**config.mk**
```make
export PLATFORM = sky130hd
export DESIGN_NAME = accum_block
export DESIGN_NICKNAME = d
export VERILOG_FILES = /design/src/rtl/accum_block.sv
export SDC_FILE = /design/constraint.sdc
export NUM_CORES = 1
export LEC_CHECK = 0
export CORE_MARGIN = 10
export CORE_UTILIZATION = 50
export CTS_CLUSTER_SIZE = 14
export DETAILED_ROUTE_END_ITERATION = 6
export HOLD_SLACK_MARGIN = 0.12
export MAX_ROUTING_LAYER = met4
export PLACE_DENSITY = 0.77
export SYNTH_ARGS = -nofsm -noshare
export SYNTH_HDL_FRONTEND = slang
export SYNTH_SLANG_ARGS = --single-unit
```
**constraint.sdc**
```tcl
create_clock -name clk_sys -period 3.2 [get_ports clk_sys]
set_input_delay 0.64 -clock clk_sys [delete_from_list [all_inputs] [get_ports clk_sys]]
set_output_delay 0.64 -clock clk_sys [all_outputs]
set_load 0.02 [all_outputs]
```
**src/rtl/accum_block.sv**
```systemverilog
// Two-stage signed accumulate/subtract unit: an input register feeds an accumulator.
// Emits a framed block sum every BLOCK_LEN accumulations, with optional saturation and a sticky overflow flag.
module accum_block #(
  parameter int WIDTH     = 8,
  parameter int ACC_WIDTH = 12,
  parameter int BLOCK_LEN = 16,
  parameter int SATURATE  = 1
) (
  input  logic                 clk_sys,
  input  logic                 rst_sys,
  input  logic                 in_valid,
  input  logic [WIDTH-1:0]     in_data,
  input  logic                 in_sub,
  input  logic                 clear,
  output logic [ACC_WIDTH-1:0] acc_o,
  output logic                 blk_valid,
  output logic [ACC_WIDTH-1:0] blk_sum,
  output logic                 ovf
);

  localparam int CNT_W = (BLOCK_LEN > 1) ? $clog2(BLOCK_LEN) : 1;
  localparam logic [CNT_W-1:0]     CNT_LAST = CNT_W'(BLOCK_LEN - 1);
  localparam logic [ACC_WIDTH-1:0] ACC_MAX  = {1'b0, {(ACC_WIDTH-1){1'b1}}};
  localparam logic [ACC_WIDTH-1:0] ACC_MIN  = {1'b1, {(ACC_WIDTH-1){1'b0}}};

  logic [WIDTH-1:0]     r_s1_data;
  logic                 r_s1_sub;
  logic                 r_s1_vld;
  logic [ACC_WIDTH-1:0] r_acc;
  logic [CNT_W-1:0]     r_cnt;
  logic                 r_blk_valid;
  logic [ACC_WIDTH-1:0] r_blk_sum;
  logic                 r_ovf;

  logic signed [ACC_WIDTH:0] w_acc_ext;
  logic signed [ACC_WIDTH:0] w_smp_ext;
  logic signed [ACC_WIDTH:0] w_nxt;
  logic                      w_ovf;
  logic [ACC_WIDTH-1:0]      w_res;
  logic                      w_last;

  // One guard bit is enough: |acc| and |sample| are both bounded by 2^(ACC_WIDTH-1).
  assign w_acc_ext = {r_acc[ACC_WIDTH-1], r_acc};
  assign w_smp_ext = (ACC_WIDTH+1)'($signed(r_s1_data));
  assign w_nxt     = r_s1_sub ? (w_acc_ext - w_smp_ext) : (w_acc_ext + w_smp_ext);
  assign w_ovf     = (w_nxt[ACC_WIDTH] != w_nxt[ACC_WIDTH-1]);
  assign w_last    = (r_cnt == CNT_LAST);

  always_comb begin
    w_res = w_nxt[ACC_WIDTH-1:0];
    if (w_ovf && (SATURATE != 0)) begin
      w_res = w_nxt[ACC_WIDTH] ? ACC_MIN : ACC_MAX;
    end
  end

  always_ff @(posedge clk_sys or posedge rst_sys) begin
    if (rst_sys) begin
      r_s1_data   <= '0;
      r_s1_sub    <= 1'b0;
      r_s1_vld    <= 1'b0;
      r_acc       <= '0;
      r_cnt       <= '0;
      r_blk_valid <= 1'b0;
      r_blk_sum   <= '0;
      r_ovf       <= 1'b0;
    end else if (clear) begin
      // blk_sum deliberately survives a clear so the last framed result stays readable.
      r_s1_vld    <= 1'b0;
      r_acc       <= '0;
      r_cnt       <= '0;
      r_blk_valid <= 1'b0;
      r_ovf       <= 1'b0;
    end else begin
      r_s1_vld    <= in_valid;
      r_blk_valid <= 1'b0;
      if (in_valid) begin
        r_s1_data <= in_data;
        r_s1_sub  <= in_sub;
      end
      if (r_s1_vld) begin
        if (w_last) begin
          r_blk_sum   <= w_res;
          r_blk_valid <= 1'b1;
          r_acc       <= '0;
          r_cnt       <= '0;
          r_ovf       <= w_ovf;
        end else begin
          r_acc <= w_res;
          r_cnt <= r_cnt + CNT_W'(1);
          r_ovf <= r_ovf | w_ovf;
        end
      end
    end
  end

  assign acc_o     = r_acc;
  assign blk_valid = r_blk_valid;
  assign blk_sum   = r_blk_sum;
  assign ovf       = r_ovf;

endmodule

```
## Word level (Yosys, flattened, before mapping)

Cells that the tools add are included.

- Reductions and logical operators: 3
- Bitwise gates (word level): 2
- Multiplexer cells: 16
- Equal/unequal tests: 2
- Add/subtract/negate cells: 3

Operator list:

| operator | number |
|---|---|
| $mux W12 | 5 |
| $add A12 B8 Y13 | 1 |
| $mux W13 | 1 |
| $sub A12 B8 Y13 | 1 |
| $mux W4 | 3 |
| $mux W1 | 7 |
| $add A4 B1 Y4 const B | 1 |
| $eq A4 B4 Y1 const B | 1 |
| $reduce_and A3 Y1 | 1 |
| $reduce_and A2 Y1 | 1 |
| $reduce_bool A2 Y1 | 1 |
| $ne A1 B1 Y1 | 1 |
| $not A1 Y1 | 1 |
| $or A1 B1 Y1 | 1 |

- Logic and storage cells: 34
- Output and inout port bits: 26
- Input port bits: 13
- Register bits: 40

## Logic depth before layout (Yosys ltp)

- Depth in word-level cells: 7
- Mapped depth: 15
- Gate-level depth less buffers: 13

## Worst setup path after synthesis

OpenSTA, ideal clock, no wires.

- Path kind: register to register
- From: register r_s1_data[3]
- To: register r_acc[3], in the netlist acc_o[3]
- Data required time: 3,062 ps
- Clock period less this slack: 3,106 ps
- Buffers on the path: 2
- Library setup time: 138 ps
- Slack: 94 ps
- Arrival: 2,968 ps
- Stages on the path, launching flop included: 13
- Cells stage by stage: dfrtp_1 > or4_4 > o21a_1 > nor2_1 > ha_1 > buf_2 > and3_4 > and3b_4 > a2111oi_4 > nand3_2 > buf_6 > a31oi_1 > o31ai_1

- Longest elaborated chain between the ends: 7
- Elaborated cells between the ends (all ways): 9

RTL lines:

| element | line | text |
|---|---|---|
| start, declared | 26 | `logic [WIDTH-1:0] r_s1_data;` |
| start signal, assigned | 77 | `r_s1_data <= in_data;` |
| $add A12 B8 Y13 / $sub A12 B8 Y13 (equally long branches) | 45 | `assign w_nxt = r_s1_sub ? (w_acc_ext - w_smp_ext) : (w_acc_ext + w_smp_ext);` |
| $mux W13 (*) | 45 |  |
| $mux W12 / $ne A1 B1 Y1 (equally long branches) | 52, 46 |  |
| $mux W12 (*) | 51 | `if (w_ovf && (SATURATE != 0)) begin` |
| $mux W12 (*) | 81 | `if (w_last) begin` |
| $mux W12 (*) | 80 | `if (r_s1_vld) begin` |
| $mux W12 (*) | 66 | `end else if (clear) begin` |
| end signal, assigned | 88 | `r_acc <= w_res;` |
| end, declared | 29 | `logic [ACC_WIDTH-1:0] r_acc;` |

Every way passes the cells marked *; elsewhere a longest branch is shown, timed or not. The select of a mux whose other input is x is not followed.
A chain may end at the register's enable or synchronous reset.

## Worst setup path after layout

- From: register r_s1_data[3]
- To: register r_acc[8], in the netlist acc_o[8]

Same word-level chain as after synthesis.

==> reports/results.txt <==
H-Tree Depth: 2
sequential standard cell area: 1000 um^2
Detailed Route WL: 7.45 mm
Core Util, Final: 72.2%
max_cap viols: 0
hold path cells: 2
Comb power frac: 64.7%
Clock Sinks: 40
pin count of the biggest net entering global routing: 41
grt ovf: 0
DIE HEIGHT: 93.7 um
dpl hpwl: 5.12 mm
Pint: 1570 uW
Netlist cell types: 55
worst-path fanout max: 10
root buffer cell: clkbuf_8
latest clock arrival within the worst-skew pair: 300 ps
Worst R2R Path Depth: 14
setup TNS: -665 ps
Synth warnings: 0
Crit Path Category: reg2reg
first-pass GRT wire length: 11.6 mm
GRT Overall Usage: 16.7%
area of the multi-input gates: 1770 um^2
status: complete, but fails checks
RSZ-0062 raised after global routing: yes
design area: 3730 um^2
share of cells above drive strength 1: 31.2%
Starting Density: 52.5%
FF+latch count, synth: 40
Switch Pwr: 1270 uW
TritonCTS clock tree: yes
first-pass detailed-route iteration total: 4
Rel. slew slack: 39.6%
Pwr Total: 2840 uW
fin crit share: 103%
Wirelength per Cell: 17.4 um
Clock Path Buffers: 2
crit path time final: 3280 ps
die extent in x: 93.7 um
Post-Syn Instances: 285
Slew @ Worst Pin: 905 ps
failing checks: setup timing
vias in the first global route: 2406
predominant post-synthesis flop cell: dfrtp_1
Arr. time, crit path: 3480 ps
n_diodes: 0
iteration-0 DRC count of the detailed router: 122
Antenna Nets Post-Route: 0
# setup viols final: 20
P per Cell Area: 759 nW/um^2
Final Hold Fails: 0
initial antenna violation count: 0
post-synthesis sequential area ratio: 36.9%
Fillers: 355
Post-route DRC: 0
worst-case vdd ir drop: 0.000471 V
cts bufs inserted: 5
Net Sw Frac: 44.7%
io pins: 39
die area: 8780 um^2
count of input and output buffers: 38
FP Rows: 26
total number of vias: 2486
Slew Limit Fails: 0
Leak: 0.00158 uW
number of flops mapped to enable cells by yosys: 0
area grow syn2layout: 37.6%
Post-Syn Area: 2720 um^2
Hold Crit Class: reg2reg
nets: 386
Mean Syn Cell Area: 9.53 um^2
Place WS: -107 ps
DP Area: 3310 um^2
Setup WS post-layout: -84.4 ps
critical path launch point type: register
Clock power frac: 13.0%
Crit path required time: 3390 ps
sequential power share: 22.3%
core outline area: 5170 um^2
Async S/R FF share, synth: 100%
Placer Congestion: 0.916
Via-to-Cell Ratio: 5.79
fmax: 304 MHz
CP endpoint kind: register
Synth Net Count: 313
clk_skew: 15.9 ps
Clock Pin Slew Worst Setup and Hold Paths: 90 ps
## final cells by class
cell class | count | share of cell area (%)
inverter | 11 | 1.11
tap | 70 | 2.35
timing repair buffer | 82 | 19.9
clock buffer | 6 | 2.21
clock inverter | 2 | 0.402
multi-input combinational | 218 | 47.3
sequential | 40 | 26.8
## cell usage in the layout, fill, tap and decap left out, types with 6 or more instances in the layout
master            n
o31ai_1          13
nand2_1          34
inv_1             9
dfrtp_1          40
a21oi_1          10
clkdlybuf4s50_1  38
clkbuf_8          6
o21a_1            6
a31oi_2           8
nor2_1           22
xnor2_1           9
buf_4            38
ha_1             12
o31ai_2          11
o21ai_0           8
mux2_2            9
## layer usage
layer	vias up	global-route usage, %	wire length [um]
met3	16	3.12	303
li1	1186	-	-
met2	61	27.5	3790
met1	1223	20.6	3240
met4	0	4.56	127
met5	-	-	0
## synthesized netlist by cell type (2+ instances only)
cell | number | area share (%)
o31ai_2 | 5 | 2.3
a31oi_1 | 11 | 2.5
a21o_2 | 2 | 0.65
a311oi_1 | 2 | 0.65
a21o_1 | 3 | 0.83
a21oi_1 | 12 | 2.2
ha_1 | 14 | 6.5
and2_1 | 3 | 0.69
o211ai_1 | 3 | 0.83
inv_1 | 11 | 1.5
a211o_1 | 2 | 0.65
xnor2_1 | 9 | 2.9
dfrtp_1 | 40 | 37
buf_6 | 7 | 2.9
nand2b_1 | 6 | 1.4
nand2_1 | 34 | 4.7
nor4_1 | 2 | 0.46
o21ai_0 | 9 | 1.7
nor3_1 | 5 | 0.92
o31ai_1 | 20 | 5.5
nor2_1 | 22 | 3.0
o21a_1 | 6 | 1.7
nand3_1 | 3 | 0.55
xor2_1 | 2 | 0.65
mux2_2 | 9 | 3.7
or3_1 | 2 | 0.46
clkbuf_1 | 9 | 1.2
a21oi_4 | 2 | 1.2
nor2b_1 | 4 | 0.92
## critical path, stage by stage, from the launching register on
cell      delay (ps)
dfrtp_1          420
buf_4            150
buf_4            150
nor4_4           280
nor2_1            90
xnor2_1          230
ha_2             370
a21o_1           220
a31oi_4          180
a311oi_2          80
a211oi_4         380
buf_4            190
a21oi_4           40
buf_12           150
o31ai_1          250
## cell families after synthesis
logic type                 synth area share (%)
xor gates and xnor gates                   3.55
and+or+nand+nor                            17.1
muxes                                      4.10
buffers and inverters                      5.85
DFF                                        36.9
adders and majority gates                  7.19
AOI/OAI and AO/OA                          25.3
## repair_timing
action,CTS,global route
resized for setup,9,33
pin swaps,5,14
cloned,1,0
hold endpoints to repair,0,0
buffers inserted,4,7
hold buffers,0,0
endpoints found under the setup margin,23,25
## registers in the layout, indices dropped and copies added, names as in the netlist
name	cells
acc_o	12
blk_sum	12
r_s1_data	8
r_cnt	4
blk_valid	1
ovf	1
r_s1_sub	1
r_s1_vld	1
## power by group through the flow
| stage | registers (uW) | logic, uW | clock network (uW) |
|---|---|---|---|
| after floorplan | 667 | 1000 | 0 |
| after global placement | 638 | 1390 | 0 |
| after detailed placement | 638 | 1430 | 0 |
| after CTS | 628 | 1540 | 371 |
| after global routing | 640 | 1980 | 398 |
| final | 632 | 1840 | 369 |
## through the flow
step	std cells	hold WS (ps)
3_3_place_gp	409	460
6_report	429	491
5_1_grt	429	502
2_1_floorplan	285	445
3_5_place_dp	409	471
4_1_cts	422	485
## worst paths after layout
check / from / to / slack (ps)
setup / recovery: r_s1_data[3] / acc_o[8] / -80
hold / removal: blk_sum[7] / blk_sum[7] / 490
setup reg to reg: r_s1_data[3] / acc_o[8] / -80
hold reg to reg: blk_sum[7] / blk_sum[7] / 490
max in group asynchronous: rst_sys / r_s1_data[2] / 2070
min in group asynchronous: rst_sys / acc_o[4] / 760
(Power assumes the default switching activity.)
